**config.mk**
```make
export PLATFORM = sky130hd
export DESIGN_NAME = adc_spi_responder
export DESIGN_NICKNAME = d
export VERILOG_FILES = /design/src/rtl/adc_spi_responder.sv
export SDC_FILE = /design/constraint.sdc
export NUM_CORES = 1
export LEC_CHECK = 0
export ABC_AREA = 1
export ABC_CLOCK_PERIOD_IN_PS = 2500
export CORE_ASPECT_RATIO = 1.4
export CORE_MARGIN = 2
export CORE_UTILIZATION = 30
export CTS_BUF_LIST = sky130_fd_sc_hd__clkbuf_8 sky130_fd_sc_hd__clkbuf_16
export DETAILED_ROUTE_END_ITERATION = 12
export PLACE_DENSITY_LB_ADDON = 0.25
export SETUP_SLACK_MARGIN = 0.4
export SLEW_MARGIN = 20
export SYNTH_ARGS = -nofsm -noshare
export SYNTH_HDL_FRONTEND = slang
export SYNTH_SLANG_ARGS = --single-unit
```
**constraint.sdc**
```tcl
create_clock -name clk -period 2.5 [get_ports clk]
set_input_delay 0.5 -clock clk [delete_from_list [all_inputs] [get_ports clk]]
set_output_delay 0.5 -clock clk [all_outputs]
set_load 0.01 [all_outputs]
```
**src/rtl/adc_spi_responder.sv**
```systemverilog
// adc_spi_responder: SPI slave emulating a serial ADC.
// Returns queued sample words MSB-first after LEAD_BITS zeros.
module adc_spi_responder #(
  parameter int NUMBER_OF_BITS = 8,
  parameter int LEAD_BITS      = 2
) (
  input  logic                      clk,
  input  logic                      rst,
  input  logic                      cs_n,
  input  logic                      sclk,
  output logic                      miso,
  input  logic [NUMBER_OF_BITS-1:0] tx_data,
  input  logic                      tx_valid,
  output logic                      tx_ready,
  output logic                      busy,
  output logic                      frame_done,
  output logic                      frame_abort,
  output logic                      underrun
);

  localparam int FRAME_BITS = LEAD_BITS + NUMBER_OF_BITS;
  localparam int CW = $clog2(FRAME_BITS + 1);
  localparam logic [CW-1:0] LAST = CW'(FRAME_BITS);

  typedef enum logic {
    IDLE,
    SHIFT
  } state_t;

  state_t state_q, state_d;

  logic [2:0] cs_sr, sclk_sr;
  logic       cs_fall, cs_rise;
  logic       sclk_fall, sclk_rise;

  logic [NUMBER_OF_BITS-1:0] hold_q, last_q, word;
  logic                      full_q, push;
  logic [FRAME_BITS-1:0]     shreg_q;
  logic [CW-1:0]             cnt_q, rise_q;

  logic start, shift, rise, finish;
  logic done_d, abort_d;

  // [0],[1] form the synchroniser, [2] is the previous value for edges
  always_ff @(posedge clk or posedge rst) begin
    if (rst) begin
      cs_sr   <= 3'b111;
      sclk_sr <= 3'b000;
    end else begin
      cs_sr   <= {cs_sr[1:0], cs_n};
      sclk_sr <= {sclk_sr[1:0], sclk};
    end
  end

  assign cs_fall   = cs_sr[2] & ~cs_sr[1];
  assign cs_rise   = ~cs_sr[2] & cs_sr[1];
  assign sclk_fall = sclk_sr[2] & ~sclk_sr[1];
  assign sclk_rise = ~sclk_sr[2] & sclk_sr[1];

  assign push     = tx_valid & ~full_q;
  assign word     = full_q ? hold_q : last_q;
  assign tx_ready = ~full_q;
  assign busy     = (state_q == SHIFT);
  assign miso     = shreg_q[FRAME_BITS-1];

  always_ff @(posedge clk or posedge rst) begin
    if (rst) state_q <= IDLE;
    else     state_q <= state_d;
  end

  always_comb begin
    state_d = state_q;
    start   = 1'b0;
    shift   = 1'b0;
    rise    = 1'b0;
    finish  = 1'b0;
    done_d  = 1'b0;
    abort_d = 1'b0;
    unique case (state_q)
      IDLE: begin
        if (cs_fall) begin
          start   = 1'b1;
          state_d = SHIFT;
        end
      end
      SHIFT: begin
        // chip-select release takes priority over any clock edge
        if (cs_rise) begin
          finish  = 1'b1;
          state_d = IDLE;
          if (rise_q == LAST) done_d  = 1'b1;
          else                abort_d = 1'b1;
        end else if (sclk_fall) begin
          shift = 1'b1;
        end else if (sclk_rise) begin
          rise = 1'b1;
        end
      end
      default: state_d = IDLE;
    endcase
  end

  always_ff @(posedge clk or posedge rst) begin
    if (rst) begin
      hold_q      <= '0;
      full_q      <= 1'b0;
      last_q      <= '0;
      shreg_q     <= '0;
      cnt_q       <= '0;
      rise_q      <= '0;
      frame_done  <= 1'b0;
      frame_abort <= 1'b0;
      underrun    <= 1'b0;
    end else begin
      frame_done  <= done_d;
      frame_abort <= abort_d;
      underrun    <= start & ~full_q;
      // a push in the start cycle refills holding for the next frame
      if (start && full_q) begin
        full_q <= 1'b0;
      end else if (push) begin
        full_q <= 1'b1;
        hold_q <= tx_data;
      end
      if (start) begin
        shreg_q <= FRAME_BITS'(word);
        last_q  <= word;
        cnt_q   <= CW'(1);
        rise_q  <= '0;
      end
      if (shift) begin
        if (cnt_q < LAST) begin
          shreg_q <= shreg_q << 1;
          cnt_q   <= cnt_q + CW'(1);
        end else begin
          shreg_q <= '0;
        end
      end
      if (rise && (rise_q < LAST)) begin
        rise_q <= rise_q + CW'(1);
      end
      if (finish) begin
        shreg_q <= '0;
      end
    end
  end

endmodule
```
**Yosys cells after proc, flatten, opt, wreduce, memory -nomap -nowiden**

Cells that the tools add are included.

- Add/subtract/negate cells: 2
- Multipliers: 0
- Div/mod/pow operators: 0
- Magnitude comparators: 2
- Equal/unequal tests: 1
- Shift operators: 0
- Muxes and demuxes: 31
- Bitwise gates (word level): 13
- Reduce and logical (&&, ||, !) cells: 6

Operators by type and width:

| kind | number |
|---|---|
| $mux 10 | 4 |
| $mux 1 | 20 |
| $mux 4 | 5 |
| $add 4x1->4 const B | 2 |
| $lt 4x4->1 const B | 2 |
| $mux 8 | 1 |
| $not 1->1 | 7 |
| $and 1x1->1 | 6 |
| $eq 4x4->1 const B | 1 |
| $reduce_bool 2->1 | 2 |
| $reduce_bool 3->1 | 1 |
| $logic_and 1x1->1 | 2 |
| $pmux 1 s2 | 1 |
| $reduce_and 2->1 | 1 |

- Bits in registers: 45
- Latch bits: 0
- Bits in writable memories: 0
- Bits in read-only memories: 0
- Bits of input ports: 13
- Output and inout bits: 6
- Word-level logic and storage cells: 67
- Memories kept: 0

**Logic depth before layout (Yosys ltp)**

- Word-level depth: 8
- Mapped depth: 8
- Mapped depth without buffers: 8

**Worst setup path after synthesis**

No wires, ideal clock.

- Kind: register -> register
- From: reg cs_sr[2]
- To: reg cnt_q[0]
- Setup time: 0.113 ns
- Arrival time: 1.159 ns
- Path slack: 1.229 ns
- Cell stages (with the launch flop): 9
- Buffers on the path: 1
- Clock period less this slack: 1.271 ns
- Cells stage by stage: dfstp_2 inv_1 nand2_1 nand3_1 buf_2 nor2_4 nand2_1 nand2_1 inv_1

- Longest elaborated chain between the ends: 6

RTL lines:

| element | line | text |
|---|---|---|
| from (decl) | 32 | `logic [2:0] cs_sr, sclk_sr;` |
| from (signal assigned) | 50 | `cs_sr <= {cs_sr[1:0], cs_n};` |
| $and 1x1->1 | 55 | `assign cs_fall = cs_sr[2] & ~cs_sr[1];` |
| $mux 1 | 81 | `if (cs_fall) begin` |
| $mux 1 | 79 | `unique case (state_q)` |
| $mux 4 | 125 | `if (start) begin` |
| $mux 4 | 132 | `if (cnt_q < LAST) begin` |
| $mux 4 * | 131 | `if (shift) begin` |
| to (signal assigned) | 134 | `cnt_q <= cnt_q + CW'(1);` |
| to (decl) | 39 | `logic [CW-1:0] cnt_q, rise_q;` |

Every way passes the cells marked *; elsewhere a longest branch is shown, timed or not.
A chain may end at the register's enable or synchronous reset.

**Worst setup path in the final report**

- From: reg full_q
- To: out tx_ready

- Longest elaborated chain between the ends: 1

RTL lines:

| element | line | text |
|---|---|---|
| from (decl) | 37 | `logic full_q, push;` |
| from (signal assigned) | 106 | `full_q <= 1'b0;` |
| from (signal assigned) | 120 | `full_q <= 1'b0;` |
| from (signal assigned) | 122 | `full_q <= 1'b1;` |
| $not 1->1 | 62 | `assign tx_ready = ~full_q;` |
| to (decl) | 14 | `output logic tx_ready,` |

No other way between the ends.

==> results_dict.tcl <==
set metrics [dict create \
    hold_viol_final 0 \
    num_antenna_cells 0 \
    detail-route-antenna-nets 0 \
    grt_pass1_wl_mm 6.589 \
    multi_input_comb_area_um2 790.8 \
    arrival_ns 1.50 \
    grt_busiest_layer "met2" \
    rsz0062_at_grt "false" \
    cts-root-buf "clkbuf_8" \
    use_met3 0.02663 \
    p_per_area_nw_per_um2 915.3 \
    nets 275 \
    row_count 35 \
    initial_utilization 0.3105 \
    finalNonFillerCells 352 \
    synthArstFlopShare 1.000 \
    grt_pass1_vias 1435 \
    synth_cell_type_count 24 \
    io_pins 19 \
    met2_usage 0.1827 \
    period_minus_slack_ns 1.999 \
    timing.fmax_ghz 0.5003 \
    clk_pin_slew_ns 0.08 \
    synth_top_area_cell "dfrtp_1" \
    drv_slew 0 \
    post_drt_wl_per_cell_um 10.32 \
    synth-seq-cells 45 \
    fp.coreArea_um2 6613 \
    max-cap-violations 0 \
    seqCellArea_um2 1131 \
    required_ns 2.00 \
    synth_edf_count 0 \
    clk_latency_ns 0.30 \
    maxSlewHeadroom 0.6146 \
    dp_slack_ns 0.7102 \
    die_w_um 73.92 \
    finClkSkew_ns 0.005154 \
    syn_to_final_growth_pct 18.77 \
    io_buffers 18 \
    drt-total-wl_mm 3.633 \
    vias 1476 \
    crit_start "full_q" \
    syn_inst 237 \
    gp_congestion 0.7513 \
    fillers 705 \
    antenna_found_initial 0 \
    syn-cell-area_um2 2053 \
    setup_violations 0 \
    synth.top_cells.by_count "nand2_1 (88), dfrtp_1 (42), inv_1 (27), o21ai_0 (19), nor2_1 (14)" \
    tightestPinTransition_ns 0.5781 \
    dp_cells 344 \
    setup-tns-final_ns 0 \
    yosysMostFrequentCell "nand2_1" \
    r2r-start "cs_sr[1]" \
    cts_setup_buffers 0 \
    ys.flop_type "dfrtp_1" \
    peakVddDrop_mv 0.4288 \
    dpl.hpwl_mm 2.420 \
    die_h_um 101.9 \
    rrSetupSlack_ns 0.96 \
    cts.sinks 45 \
    min_from "sclk_sr[0]" \
    hold_ws_ns 0.3519 \
    synth_fp_nets 253 \
    first_iter_violations 85 \
    overflow 0 \
    crit_type "flip-flop to primary output" \
    setup_ws_ns 0.5013 \
    status "complete, no violations" \
    die-area_um2 7531 \
    dr.pass1.iters 4 \
    synth_top_area_frac 0.5119 \
    vias_per_cell 4.193 \
    met1_usage 0.1449 \
    drc 0 \
    drive_above_1_share 0.1192 \
    yosys_warnings 0 \
    cts_tree "yes" \
    start_kind "flip-flop" \
    grt_max_degree 46 \
    period_share 0.7995 \
    worstSetupEndpointType "primary output" \
    grt.total_usage 0.1156 \
    numCtsBuffers 5 \
    synth_area_leaders "dfrtp_1 (51%), nand2_1 (16%), inv_1 (4.9%), o21ai_0 (4.6%), mux2_2 (4.4%)" \
    synth-seq-area-share 0.5503 \
    htreeDepth 2 \
    syn-mean-instance-area_um2 8.663 \
    p_leak_nw 1.203 \
    worst-path-max-fanout 18 \
    clock_path_buffers 2 \
    hp-class "flip-flop to flip-flop" \
]
what timing repair did:
action                     in CTS  in global routing
hold buffers                    0                  0
resized for setup               1                  0
setup endpoints to repair       1                  0
area by class of cell:
cell class                 count  area share
clock buffer                   7     0.03951
clock inverter                 1    0.002052
inverter                      28     0.04310
multi-input combinational    159      0.3243
sequential                    45      0.4638
tap                           92     0.04720
timing repair buffer          20     0.08004
sequential cells by signal, summed over array words and instances, names as in the netlist, 3 cells and up:
register,cells
rise_q,4
hold_q,8
sclk_sr,3
shreg_q,10
cnt_q,4
cs_sr,3
last_q,8
where the power goes:
part | switching (W) | internal, W
clock | 0.000249 | 0.000250
sequential | 0.000148 | 0.000952
combinational | 0.000343 | 0.000289
total | 0.000740 | 0.00149
critical path, stage by stage (launching register included):
cell and delay (ns):
dfrtp_2 0.51, inv_1 0.14, clkdlybuf4s50_1 0.55
cells by family after synthesis:
family,share of synthesized area
AOI/OAI and AO/OA,0.05484
xor gates and xnor gates,0.01280
adders and majority gates,0.01828
buffers and inverters,0.06459
DFF,0.5503
muxes,0.04388
and+or+nand+nor,0.2553
through the flow:
step                      instance area [um^2]  total power (W)  utilization
after floorplan                           2053         0.001592            -
after CTS                                 2439         0.002268       0.3688
final                                     2439         0.002232       0.3688
after global routing                      2439         0.002434       0.3688
after global placement                    2336         0.001735       0.3533
after detailed placement                  2336         0.001755       0.3533
routing by layer:
layer  up-vias  part of all wire
met1       674              0.47
li1        773                 -
met5         -                 0
met2        23              0.48
met3         6             0.029
met4         0             0.029
cells in the final DEF (no fill, tap or decap), types with 3 or more instances in the layout:
master and count:
nand2_1 88, dfrtp_1 41, inv_1 26, o21ai_0 19, clkdlybuf4s50_1 18, nor2_1 14
nand3_1 11, mux2_2 8, clkbuf_8 7, nor2_4 4, ha_1 3, dfstp_2 3
final timing paths:
path | end | cells after the start
max reg2reg | shreg_q[7] | 7
min | sclk_sr[1] | 0
max in group asynchronous | full_q | 3
max | tx_ready | 2
min in group asynchronous | sclk_sr[2] | 3
min reg2reg | sclk_sr[1] | 0
(Power assumes the default switching activity.)
